$ cat config.mk
export PLATFORM = sky130hd
export DESIGN_NAME = apt_match_collector_flat
export DESIGN_NICKNAME = d
export VERILOG_FILES = /design/src/rtl/apt_match_collector_if.sv /design/src/rtl/apt_match_collector.sv /design/src/flat_wrapper.sv
export SDC_FILE = /design/constraint.sdc
export NUM_CORES = 1
export LEC_CHECK = 0
export ABC_CLOCK_PERIOD_IN_PS = 1500
export BUFFER_PORTS_ARGS = -buffer_cell sky130_fd_sc_hd__buf_2
export CELL_PAD_IN_SITES_DETAIL_PLACEMENT = 0
export CELL_PAD_IN_SITES_GLOBAL_PLACEMENT = 1
export CORE_ASPECT_RATIO = 0.75
export CORE_MARGIN = 8
export CORE_UTILIZATION = 36
export DETAILED_ROUTE_END_ITERATION = 6
export MAX_ROUTING_LAYER = met4
export PLACE_DENSITY_LB_ADDON = 0.1
export SLEW_MARGIN = 15
export SYNTH_ARGS = -nofsm -noshare
export SYNTH_HDL_FRONTEND = slang
export SYNTH_SLANG_ARGS = --single-unit
$ cat constraint.sdc
create_clock -name clk -period 1.5 [get_ports clk]
set_clock_uncertainty 0.1 [all_clocks]
set_input_delay 0.15 -clock clk [delete_from_list [all_inputs] [get_ports clk]]
set_output_delay 0.15 -clock clk [all_outputs]
set_load 0.005 [all_outputs]
$ cat src/rtl/apt_match_collector_if.sv
// Bus bundle for apt_match_collector: address stream in, APT SRAM read port, match vector out.
// With MATCH_PRIO_ENC_EN defined the bundle also carries out_hit/out_idx.
interface apt_match_collector_if #(
   parameter int W = 16,
   parameter int D = 64
);
   logic         in_valid;
   logic         in_ready;
   logic [W-1:0] in_apta;
   logic         mem_rd_en;
   logic [W-1:0] mem_addr;
   logic [D-1:0] mem_rdata;
   logic         out_valid;
   logic         out_ready;
   logic [D-1:0] out_match;
`ifdef MATCH_PRIO_ENC_EN
   logic                 out_hit;
   logic [$clog2(D)-1:0] out_idx;

   modport master (
      output in_valid, in_apta, mem_rdata, out_ready,
      input  in_ready, mem_rd_en, mem_addr, out_valid, out_match, out_hit, out_idx
   );
   modport slave (
      input  in_valid, in_apta, mem_rdata, out_ready,
      output in_ready, mem_rd_en, mem_addr, out_valid, out_match, out_hit, out_idx
   );
`else
   modport master (
      output in_valid, in_apta, mem_rdata, out_ready,
      input  in_ready, mem_rd_en, mem_addr, out_valid, out_match
   );
   modport slave (
      input  in_valid, in_apta, mem_rdata, out_ready,
      output in_ready, mem_rd_en, mem_addr, out_valid, out_match
   );
`endif
endinterface

$ cat src/rtl/apt_match_collector.sv
// Collects N_SW APT addresses per search, reads the APT SRAM and ANDs the rule vectors into one match vector.
// Optional MATCH_PRIO_ENC_EN adds out_hit / out_idx (lowest set bit) registered alongside out_match.
module apt_match_collector #(
   parameter int w    = 16,
   parameter int N_SW = 4,
   parameter int D    = 64
) (
   input  logic                    clk,
   input  logic                    rst_n,
   apt_match_collector_if.slave    bus
);
   localparam int CNT_W = (N_SW > 1) ? $clog2(N_SW) : 1;
   localparam logic [CNT_W-1:0] LAST_SW = CNT_W'(N_SW - 1);

   typedef enum logic [1:0] {ACC, WAIT, OUT} state_t;

   state_t           state_reg, state_next;
   logic [CNT_W-1:0] sw_cnt_reg;
   logic [D-1:0]     acc_reg;
   logic             acc_zero_reg;
   logic             rd_pend_reg;
   logic [D-1:0]     out_match_reg;

   logic         in_ready_c;
   logic         out_valid_c;
   logic         accept;
   logic         rd_en;
   logic [D-1:0] acc_and;
   logic [D-1:0] acc_fold;

   assign accept   = bus.in_valid & in_ready_c;
   // Once the partial AND is zero the result is known; skip the remaining SRAM reads.
   assign rd_en    = accept & ~acc_zero_reg;
   assign acc_and  = acc_reg & bus.mem_rdata;
   assign acc_fold = rd_pend_reg ? acc_and : acc_reg;

   assign bus.in_ready  = in_ready_c;
   assign bus.out_valid = out_valid_c;
   assign bus.mem_rd_en = rd_en;
   assign bus.mem_addr  = w'(bus.in_apta);
   assign bus.out_match = out_match_reg;

   always_ff @(posedge clk) begin
      if (!rst_n) begin
         state_reg <= ACC;
      end else begin
         state_reg <= state_next;
      end
   end

   always_comb begin
      state_next  = state_reg;
      in_ready_c  = 1'b0;
      out_valid_c = 1'b0;
      case (state_reg)
         ACC: begin
            in_ready_c = 1'b1;
            if (bus.in_valid && sw_cnt_reg == LAST_SW) begin
               state_next = WAIT;
            end
         end
         WAIT: begin
            state_next = OUT;
         end
         OUT: begin
            out_valid_c = 1'b1;
            if (bus.out_ready) begin
               state_next = ACC;
            end
         end
         default: begin
            state_next = ACC;
         end
      endcase
   end

   always_ff @(posedge clk) begin
      if (!rst_n) begin
         sw_cnt_reg    <= '0;
         acc_reg       <= '1;
         acc_zero_reg  <= 1'b0;
         rd_pend_reg   <= 1'b0;
         out_match_reg <= '0;
      end else begin
         rd_pend_reg <= rd_en;
         if (accept) begin
            sw_cnt_reg <= (sw_cnt_reg == LAST_SW) ? '0 : sw_cnt_reg + CNT_W'(1);
         end
         if (state_reg == OUT && bus.out_ready) begin
            acc_reg      <= '1;
            acc_zero_reg <= 1'b0;
         end else if (rd_pend_reg) begin
            acc_reg      <= acc_and;
            acc_zero_reg <= (acc_and == '0);
         end
         // The last read lands during WAIT, so fold it in directly when capturing the result.
         if (state_reg == WAIT) begin
            out_match_reg <= acc_fold;
         end
      end
   end

`ifdef MATCH_PRIO_ENC_EN
   localparam int IDX_W = $clog2(D);

   logic             hit_next;
   logic [IDX_W-1:0] idx_next;
   logic             out_hit_reg;
   logic [IDX_W-1:0] out_idx_reg;

   always_comb begin
      hit_next = |acc_fold;
      idx_next = '0;
      for (int i = D - 1; i >= 0; i--) begin
         if (acc_fold[i]) begin
            idx_next = IDX_W'(i);
         end
      end
   end

   always_ff @(posedge clk) begin
      if (!rst_n) begin
         out_hit_reg <= 1'b0;
         out_idx_reg <= '0;
      end else if (state_reg == WAIT) begin
         out_hit_reg <= hit_next;
         out_idx_reg <= idx_next;
      end
   end

   assign bus.out_hit = out_hit_reg;
   assign bus.out_idx = out_idx_reg;
`endif
endmodule
$ cat src/flat_wrapper.sv
// flat-port wrapper written by rule: the top's interface ports become plain ports
module apt_match_collector_flat 
#(
   parameter int w    = 16,
   parameter int N_SW = 4,
   parameter int D    = 64
)
  (clk, rst_n, bus_in_valid, bus_in_apta, bus_mem_rdata, bus_out_ready, bus_in_ready, bus_mem_rd_en, bus_mem_addr, bus_out_valid, bus_out_match);
  apt_match_collector_if #(.D(D)) bus_i ();
  input  logic clk;
  input  logic rst_n;
  input wire logic [$bits(bus_i.in_valid)-1:0] bus_in_valid;
  input wire logic [$bits(bus_i.in_apta)-1:0] bus_in_apta;
  input wire logic [$bits(bus_i.mem_rdata)-1:0] bus_mem_rdata;
  input wire logic [$bits(bus_i.out_ready)-1:0] bus_out_ready;
  output wire logic [$bits(bus_i.in_ready)-1:0] bus_in_ready;
  output wire logic [$bits(bus_i.mem_rd_en)-1:0] bus_mem_rd_en;
  output wire logic [$bits(bus_i.mem_addr)-1:0] bus_mem_addr;
  output wire logic [$bits(bus_i.out_valid)-1:0] bus_out_valid;
  output wire logic [$bits(bus_i.out_match)-1:0] bus_out_match;
  assign bus_i.in_valid = bus_in_valid;
  assign bus_i.in_apta = bus_in_apta;
  assign bus_i.mem_rdata = bus_mem_rdata;
  assign bus_i.out_ready = bus_out_ready;
  assign bus_in_ready = bus_i.in_ready;
  assign bus_mem_rd_en = bus_i.mem_rd_en;
  assign bus_mem_addr = bus_i.mem_addr;
  assign bus_out_valid = bus_i.out_valid;
  assign bus_out_match = bus_i.out_match;
  apt_match_collector #(.w(w), .N_SW(N_SW), .D(D)) u_core (.clk(clk), .rst_n(rst_n), .bus(bus_i));
endmodule
==> run summary, run 1 <==
Sequential power share: 45.9%
Slew @ Worst Pin: 0.373 ns
CP Capture Point: u_core.acc_zero_reg$_SDFFE_PP0P_
Reg area: 2690 µm²
Leakage: 3.11 nW
Setup violators final: 2
Avg Inst Size Synth: 8.73 µm²
Worst-path cell chain: a22o_1 > a221oi_1 > nand4_1 > nor4_2 > a32o_1
Synth top area share: 54.3%
Io pins: 167
Syn Std Cell Area: 4940 µm²
Largest net degree at the start of global routing: 70
Multi-input gate area: 2030 µm²
Design Area, Final: 7030 µm²
Dpl ws: -0.111 ns
Post-Syn Nets: 651
Critical R2R Capture: u_core.acc_zero_reg$_SDFFE_PP0P_
CP startpoint: u_core.acc_reg[47]$_SDFF_PP1_
Worst Path Buf+Inv: 0
Worst r2r src: u_core.acc_reg[47]$_SDFF_PP1_
Initial Utilization: 36.4%
Most common cell after layout, fill and taps aside: buf_2
RSZ-0062 raised after global routing: true
Drc violations: 0
DP Wirelength: 10,700 µm
Outcome: complete, but fails checks
YS warnings: 0
Grt ovf: 0
Antenna-violating nets left: 0
Via count: 4,471
Port-buffer cells: 134
Levels on crit path: 5
CP max-delay cell: dfxtp_1
H-tree Lvls: 4
Post-DR wirelength/cell: 16.1 µm
Vias in the first global route: 4,529
Pre-antenna DRT Iters: 4
Max-slew headroom: 75.1%
Area growth, synth to finish: 42.3%
Req. time, crit path: 1.76 ns
R2R depth: 5
Max-cap violation count: 0
Pins Over Slew Limit: 0
Pwr Density: 1150 nW/µm²
Total power: 8.11 mW
Period utilization: 101%
Initial DRC Count: 235
Fin util: 51.8%
Clock Latency Late Sink: 0.41 ns
CTS Buf Count: 17
Share of cells above drive strength 1: 25.5%
Count of final hold-check violations: 0
Hold WC Path Type: input pin to register
PnR worst setup slack: -0.00828 ns
CP max FO: 2
CP delay by family, top: compound AO/OA/AOI/OAI gates
Gate Count Post-Synth: 566
Total global-route track usage: 17.9%
Placed Area: 5740 µm²
Synth unique cells: 27
Area contributors post-synth: dfxtp_1 (54%), nand2_1 (10%), o21ai_1 (9.8%)
CTS tree: done
Initial antenna violation count: 2
Core Area: 13,600 µm²
Register area share after synthesis: 54.3%
Worst vdd rail ir drop: 759 µV
Commonest cells after routing, fill and taps aside: buf_2 (133), nand2_1 (131), dfxtp_1 (131)
Internal: 6.30 mW
Post-synth top area cell: dfxtp_1
CP arrival: 1.76 ns
Die Y: 117 µm
Final #Nets: 838
First-pass GRT wire length: 24,100 µm
Reg clk slew, reported paths: 0.05 ns
Combinational share of power: 8.3%
Sw frac: 22.4%
F_max: 663 MHz
Failing checks: negative setup slack
Die X-Extent: 151 µm
Seq cells post-synth: 134
Ys flop type: dfxtp_1
Drt via density: 4.75
Filler instances: 1,290
Reg2Reg Setup Slack: -0.008 ns
Clk buf depth: 2
Gpl congestion: 0.850
Worst hold slack: 0.0256 ns
Cell row count: 37
Crit Path Class: register to register
DRT Wirelength: 15,200 µm
Clock root cell: clkbuf_16
Max incr delay on CP: 0.33 ns
Hold Crit Depth: 4
Setup crit end kind: register
Post-synth ARST share: 0%
Post-layout min period: 1.51 ns
Post-synth EDFFs: 0
Clock share of power: 45.8%
Clock sinks: 134
P_sw: 1.82 mW
Startpoint types: register
Die footprint: 17,800 µm²
-- worst min-delay path, stage by stage --
cell and delay [ns]:
buf_2 0.09, o21ai_0 0.07, buf_4 0.14, nand2_1 0.06
-- what timing repair did --
action                                  4_1_cts  5_1_grt
endpoints found under the setup margin        3        6
pin swaps                                     6        4
hold buffers                                 65        0
gates resized for setup                      15        4
setup buffers                                 5        1
hold endpoints to repair                     65        0
-- synth_stat cells, drive strengths merged (2+ instances only) --
cell type  count
a21boi         3
a221oi         7
a22o           7
a22oi         16
and2          65
buf           41
clkbuf        10
dfxtp        134
nand2        132
nand2b         2
nand3          2
nand4          6
nor2           3
nor2b          2
nor3           2
o21ai        128
-- power groups by stage --
stage	registers (mW)	clock network (mW)	logic [mW]
2_1_floorplan	3.78	0	0.305
3_3_place_gp	3.79	0	0.523
3_5_place_dp	3.80	0	0.527
4_1_cts	3.72	3.83	0.676
5_1_grt	3.73	4.00	0.747
6_report	3.72	3.72	0.671
-- how the worst min path moves through the flow --
stage | from | endpoint | slack, ns
global placement | bus_in_apta[1] | bus_mem_addr[1] | 0.20
floorplan | bus_mem_rdata[0] | u_core.acc_reg[0]$_SDFF_PP1_ | 0.18
CTS | bus_mem_rdata[49] | u_core.acc_reg[49]$_SDFF_PP1_ | 0.01
finish | bus_mem_rdata[49] | u_core.acc_reg[49]$_SDFF_PP1_ | 0.03
detailed placement | bus_in_apta[1] | bus_mem_addr[1] | 0.20
global route | bus_mem_rdata[49] | u_core.acc_reg[49]$_SDFF_PP1_ | 0.03
-- metrics by stage --
step	TNS, ns	std cells
floorplan	0	566
global placement	-0.0976	839
detailed placement	-0.111	839
CTS	-0.0625	938
global route	-0.201	941
finish	-0.0128	941
-- cell families (layout without fill, tap and decap cells) --
group | after synthesis | after routing | synth area share (%)
fa+ha+maj | 1 | 1 | 0.253
other cells | 0 | 2 | 0
simple gates | 215 | 215 | 20.6
compound gates | 164 | 164 | 19.0
buf+inv | 52 | 250 | 5.90
flops | 134 | 134 | 54.3
-- metal layers --
| layer | up-vias | share of wire [%] | track usage, % |
|---|---|---|---|
| li1 | 2284 | - | - |
| met1 | 2050 | 47 | 22.2 |
| met2 | 109 | 45 | 26.7 |
| met3 | 28 | 7.3 | 6.57 |
| met4 | 0 | 1.2 | 5.12 |
| met5 | - | 0 | - |
-- final cells by class --
type,count,share of cell area (%)
Inverter,1,0.0534
Multi-Input combinational cell,380,28.9
Antenna cell,2,0.0712
Sequential cell,134,38.2
Timing Repair Buffer,219,22.1
Clock inverter,4,0.285
Tap cell,175,3.11
Clock buffer,26,7.24
No activity file was read; power rests on OpenSTA's default activity.
==> run 2, diff against run 1 <==
--- a/config.mk
+++ b/config.mk
@@ -13,8 +13,7 @@
 export CORE_MARGIN = 8
 export CORE_UTILIZATION = 36
 export DETAILED_ROUTE_END_ITERATION = 6
-export MAX_ROUTING_LAYER = met4
-export PLACE_DENSITY_LB_ADDON = 0.1
+export PLACE_DENSITY = 0.75
 export SLEW_MARGIN = 15
 export SYNTH_ARGS = -nofsm -noshare
 export SYNTH_HDL_FRONTEND = slang
==> run summary, run 2 (same netlist as run 1, synthesis figures left out) <==
Critical hold path startpoint: bus_mem_rdata[22] (was bus_mem_rdata[49])
Final #Nets: 832 (was 838)
Via count: 4,512 (was 4,471)
F_max: 658 MHz (was 663 MHz)
Vias in the first global route: 4,528 (was 4,529)
Pwr Density: 1200 nW/µm² (was 1150 nW/µm²)
Cell row count: 37 (unchanged)
CP max FO: 2 (unchanged)
Design Area, Final: 7050 µm² (was 7030 µm²)
DP Wirelength: 10,600 µm (was 10,700 µm)
H-tree Lvls: 4 (unchanged)
Port-buffer cells: 134 (unchanged)
First-pass GRT wire length: 23,400 µm (was 24,100 µm)
Worst vdd rail ir drop: 778 µV (was 759 µV)
Commonest cells after routing, fill and taps aside: buf_2 (133), dfxtp_1 (132), nand2_1 (131) (was buf_2 (133), nand2_1 (131), dfxtp_1 (131))
Antenna-violating nets left: 0 (unchanged)
Die X-Extent: 151 µm (unchanged)
Grt ovf: 0 (unchanged)
Count of final hold-check violations: 0 (unchanged)
Reg clk slew, reported paths: 0.06 ns (was 0.05 ns)
Drc violations: 0 (unchanged)
Placed Area: 5730 µm² (was 5740 µm²)
Critical R2R Capture: u_core.bus.out_match[32]$_SDFFE_PN0N_ (was u_core.acc_zero_reg$_SDFFE_PP0P_)
Req. time, crit path: 1.75 ns (was 1.76 ns)
Max-slew headroom: 69.3% (was 75.1%)
Failing checks: negative setup slack (unchanged)
Slew @ Worst Pin: 0.456 ns (was 0.373 ns)
Reg2Reg Setup Slack: 0.02 ns (was -0.008 ns)
Gpl congestion: 0.803 (was 0.850)
Area growth, synth to finish: 42.6% (was 42.3%)
PnR worst setup slack: -0.0209 ns (was -0.00828 ns)
Hold worst-path end: u_core.acc_reg[22]$_SDFF_PP1_ (was u_core.acc_reg[49]$_SDFF_PP1_)
Outcome: complete, but fails checks (unchanged)
Setup violators final: 1 (was 2)
Leakage: 3.10 nW (was 3.11 nW)
R2R depth: 5 (unchanged)
Hold Crit Depth: 3 (was 4)
Most common cell after layout, fill and taps aside: buf_2 (unchanged)
CTS Buf Count: 17 (unchanged)
Pre-antenna DRT Iters: 4 (unchanged)
Core Area: 13,600 µm² (unchanged)
Clock sinks: 134 (unchanged)
Post-layout min period: 1.52 ns (was 1.51 ns)
CTS tree: done (unchanged)
Initial Utilization: 36.4% (unchanged)
Hold WC Path Type: input pin to register (unchanged)
Die footprint: 17,800 µm² (unchanged)
Clock Latency Late Sink: 0.41 ns (about the same)
Worst r2r src: u_core.rd_pend_reg$_SDFF_PN0_ (was u_core.acc_reg[47]$_SDFF_PP1_)
Clk buf depth: 2 (unchanged)
Pins Over Slew Limit: 0 (unchanged)
Startpoint types: input pin (was register)
Total power: 8.47 mW (was 8.11 mW)
Total global-route track usage: 17.0% (was 17.9%)
Inst Count DP: 837 (was 839)
Fin util: 51.9% (was 51.8%)
Largest net degree at the start of global routing: 70 (unchanged)
Die Y: 117 µm (unchanged)
RSZ-0062 raised after global routing: true (unchanged)
Initial antenna violation count: 0 (was 2)
Share of cells above drive strength 1: 25.7% (was 25.5%)
Filler instances: 1,243 (was 1,290)
Initial DRC Count: 233 (was 235)
Period utilization: 101% (about the same)
CP arrival: 1.77 ns (was 1.76 ns)
Diodes inserted: 0 (was 2)
Max-cap violation count: 0 (unchanged)
Clock root cell: clkbuf_16 (unchanged)
Crit Path Class: input pin to register (was register to register)
Drt via density: 4.83 (was 4.75)
Io pins: 167 (unchanged)
DRT Wirelength: 15,100 µm (was 15,200 µm)
Post-DR wirelength/cell: 16.1 µm (about the same)
Worst hold slack: 0.0211 ns (was 0.0256 ns)
Layout Cells excl Fill: 935 (was 941)
Setup crit end kind: register (unchanged)
run 2: cell count changes in the layout (fill, tap and decap cells not counted), sizes merged:
cell         change
clkinv           +2
diode            -2
buf              -5
dlygate4sd3      -1
clkinvlp         +1
inv              +4
bufinv           +2
clkbuf           -7
run 2: how the worst max path moves through the flow:
stage	endpoint	startpoint	slack (ns)
after detailed placement	u_core.acc_zero_reg$_SDFFE_PP0P_	u_core.acc_reg[60]$_SDFF_PP1_	-0.08
after global routing	u_core.acc_zero_reg$_SDFFE_PP0P_	bus_mem_rdata[1]	-0.11
after global placement	u_core.acc_zero_reg$_SDFFE_PP0P_	u_core.acc_reg[60]$_SDFF_PP1_	-0.11
final	u_core.acc_zero_reg$_SDFFE_PP0P_	bus_mem_rdata[1]	-0.02
after CTS	bus_mem_rd_en	u_core.state_reg[0]$_SDFFE_PN0P_	-0.02
after floorplan	u_core.bus.out_match[34]$_SDFFE_PN0N_	u_core.state_reg[1]$_SDFFE_PN0P_	0.13
run 2: power by group:
| part | internal [mW] | switching [mW] | total [mW] |
|---|---|---|---|
| sequential | 3.67 | 0.0558 | 3.72 |
| combinational | 0.325 | 0.352 | 0.678 |
| clock | 2.47 | 1.60 | 4.07 |
run 2: timing repair:
| item | CTS | global route |
|---|---|---|
| pin swaps | 4 | 2 |
| hold buffers | 64 | 0 |
| endpoints found under the hold margin | 65 | 0 |
| endpoints found under the setup margin | 3 | 5 |
| gates resized for setup | 10 | 8 |
| setup buffers | 1 | 1 |
run 2: stage by stage:
step                      setup slack [ns]  TNS [ns]
after CTS                          -0.0152   -0.0152
after floorplan                      0.130         0
after detailed placement           -0.0786   -0.0786
final                              -0.0209   -0.0209
after global routing                -0.111    -0.196
after global placement              -0.108    -0.108
run 2: critical path, stage by stage:
cell and delay [ns]:
dlygate4sd3_1 0.53, buf_2 0.14, a22o_4 0.23, a221oi_2 0.18, nand3_1 0.11, nor4_2 0.28, a32o_1 0.16
run 2: area by class of cell:
class	count	area, µm²	area share, %
Tap cell	175	219	3.11
Inverter	1	3.75	0.0533
Clock buffer	19	433	6.14
Multi-Input combinational cell	380	2050	29.1
Sequential cell	134	2690	38.1
Timing Repair Buffer	213	1510	21.4
Clock inverter	13	148	2.10
run 2: routing by layer:
metal | vias to the layer above | track usage [%] | wire length (µm)
met3 | 13 | 7.65 | 1460
met5 | - | 0 | 0
li1 | 2268 | - | -
met1 | 2093 | 21.5 | 6960
met2 | 138 | 25.1 | 6520
met4 | 0 | 5.31 | 153
==> run 3, diff against run 2 <==
==> constraint.sdc (replaced) <==
create_clock -name clk -period 1.5 [get_ports clk]
set_clock_uncertainty 0.1 [all_clocks]
set_input_delay 0.075 -clock clk [delete_from_list [all_inputs] [get_ports clk]]
set_output_delay 0.075 -clock clk [all_outputs]
set_load 0.005 [all_outputs]
==> run summary, run 3 (same netlist as run 1, synthesis figures left out) <==
Final #Nets: 835 (was 832)
Period utilization: 101% (about the same)
Initial antenna violation count: 0 (unchanged)
Hold Crit Depth: 0 (was 3)
Clock sinks: 134 (unchanged)
Initial Utilization: 36.4% (unchanged)
Crit Path Class: register to output port (was input pin to register)
Reg clk slew, reported paths: 0.06 ns (about the same)
Critical hold path startpoint: bus_in_apta[15] (was bus_mem_rdata[22])
Max-cap violation count: 0 (unchanged)
CTS Buf Count: 17 (unchanged)
Port-buffer cells: 134 (unchanged)
Cell row count: 37 (unchanged)
Die footprint: 17,800 µm² (unchanged)
Die X-Extent: 151 µm (unchanged)
Diodes inserted: 0 (unchanged)
Post-layout min period: 1.51 ns (was 1.52 ns)
Largest net degree at the start of global routing: 70 (unchanged)
DP Wirelength: 10,800 µm (was 10,600 µm)
Worst r2r src: u_core.acc_reg[62]$_SDFF_PP1_ (was u_core.rd_pend_reg$_SDFF_PN0_)
Clock Latency Late Sink: 0.42 ns (was 0.41 ns)
Post-DR wirelength/cell: 16.5 µm (was 16.1 µm)
Setup violators final: 1 (unchanged)
Commonest cells after routing, fill and taps aside: buf_2 (133), nand2_1 (131), dfxtp_1 (130) (was buf_2 (133), dfxtp_1 (132), nand2_1 (131))
Drt via density: 4.88 (was 4.83)
Pwr Density: 1200 nW/µm² (about the same)
Area growth, synth to finish: 43.0% (was 42.6%)
Grt ovf: 0 (unchanged)
Antenna-violating nets left: 0 (unchanged)
Core Area: 13,600 µm² (unchanged)
PnR worst setup slack: -0.00779 ns (was -0.0209 ns)
Slew @ Worst Pin: 0.401 ns (was 0.456 ns)
F_max: 663 MHz (was 658 MHz)
Via count: 4,580 (was 4,512)
Dpl ws: -0.0468 ns (was -0.0786 ns)
Gpl congestion: 0.793 (was 0.803)
CP max FO: 3 (was 2)
Initial DRC Count: 327 (was 233)
Leakage: 3.11 nW (was 3.10 nW)
Hold worst-path end: bus_mem_addr[15] (was u_core.acc_reg[22]$_SDFF_PP1_)
H-tree Lvls: 4 (unchanged)
Clock root cell: clkbuf_16 (unchanged)
Max-slew headroom: 73.0% (was 69.3%)
Die Y: 117 µm (unchanged)
Worst hold slack: 0.0500 ns (was 0.0211 ns)
Critical R2R Capture: u_core.acc_zero_reg$_SDFFE_PP0P_ (was u_core.bus.out_match[32]$_SDFFE_PN0N_)
Worst vdd rail ir drop: 862 µV (was 778 µV)
Clk buf depth: 2 (unchanged)
Pins Over Slew Limit: 0 (unchanged)
DRT Wirelength: 15,500 µm (was 15,100 µm)
Share of cells above drive strength 1: 26.2% (was 25.7%)
Drc violations: 0 (unchanged)
Hold WC Path Type: input pin to output port (was input pin to register)
Reg2Reg Setup Slack: 0.02 ns (about the same)
Pre-antenna DRT Iters: 4 (unchanged)
Outcome: complete, but fails checks (unchanged)
CP arrival: 1.33 ns (was 1.77 ns)
R2R depth: 5 (unchanged)
Setup TNS: -0.00779 ns (was -0.0209 ns)
Count of final hold-check violations: 0 (unchanged)
Req. time, crit path: 1.32 ns (was 1.75 ns)
First-pass GRT wire length: 24,400 µm (was 23,400 µm)
Io pins: 167 (unchanged)
Vias in the first global route: 4,702 (was 4,528)
Most common cell after layout, fill and taps aside: buf_2 (unchanged)
Failing checks: negative setup slack (unchanged)
CTS tree: done (unchanged)
Total global-route track usage: 17.7% (was 17.0%)
Setup crit end kind: output port (was register)
CP startpoint: u_core.state_reg[0]$_SDFFE_PN0P_ (was bus_mem_rdata[1])
RSZ-0062 raised after global routing: true (unchanged)
Startpoint types: register (was input pin)
==> run 3: cell count changes in the layout (fill, tap and decap cells not counted), moves of 2 or more <==
cell	change
dfxtp_2	+3
dfxtp_1	-2
a221oi_2	+2
a221oi_1	-2
dlygate4sd3_1	+2
clkinv_2	+2
==> run 3: worst max-delay path by stage <==
stage | to | depth (start not counted) | slack, ns
6_report | bus_mem_rd_en | 5 | -0.008
5_1_grt | u_core.acc_zero_reg$_SDFFE_PP0P_ | 5 | -0.10
4_1_cts | bus_out_valid | 3 | -0.06
3_5_place_dp | u_core.acc_zero_reg$_SDFFE_PP0P_ | 5 | -0.05
3_3_place_gp | u_core.acc_zero_reg$_SDFFE_PP0P_ | 5 | -0.03
2_1_floorplan | u_core.bus.out_match[34]$_SDFFE_PN0N_ | 7 | 0.13
==> run 3: cell type report <==
cell class	instances	area (µm²)
fillers	1260	6500
flip-flops and latches	134	2690
multi-input cells	380	2050
repair buffers	216	1520
clock inverters	14	149
clock buffers	18	429
well taps	175	219
inverters	1	3.75
==> run 3: where the power goes <==
group | internal (mW) | total (mW) | switching (mW)
Combinational | 0.330 | 0.686 | 0.356
Clock | 2.46 | 4.05 | 1.59
Sequential | 3.67 | 3.73 | 0.0583
==> run 3: per-stage QoR <==
step	area (µm²)	util [%]	std cells	power, mW
floorplan	4940	-	566	4.09
global placement	5710	42.1	836	4.31
detailed placement	5710	42.1	836	4.32
CTS	7000	51.6	934	8.54
global route	7070	52.1	938	8.78
finish	7070	52.1	938	8.46
==> run 3: critical path: stages, from the launching register on <==
cell	delay, ns
dfxtp_2	0.34
buf_6	0.13
nor2_4	0.14
nand2_4	0.09
nor2_4	0.12
buf_6	0.11
==> run 3: layer usage <==
| layer | global-route usage, % | share of wire [%] |
|---|---|---|
| met1 | 23.1 | 45 |
| met2 | 25.0 | 42 |
| met3 | 7.34 | 10 |
| met4 | 7.77 | 2.4 |
| met5 | 0 | 0 |
==> run 3: what timing repair did <==
item | in CTS | in global routing
endpoints found under the hold margin | 111 | 0
resized for setup | 11 | 11
pin swaps | 5 | 4
hold buffers | 66 | 0
setup buffers | 0 | 4
endpoints found under the setup margin | 3 | 5
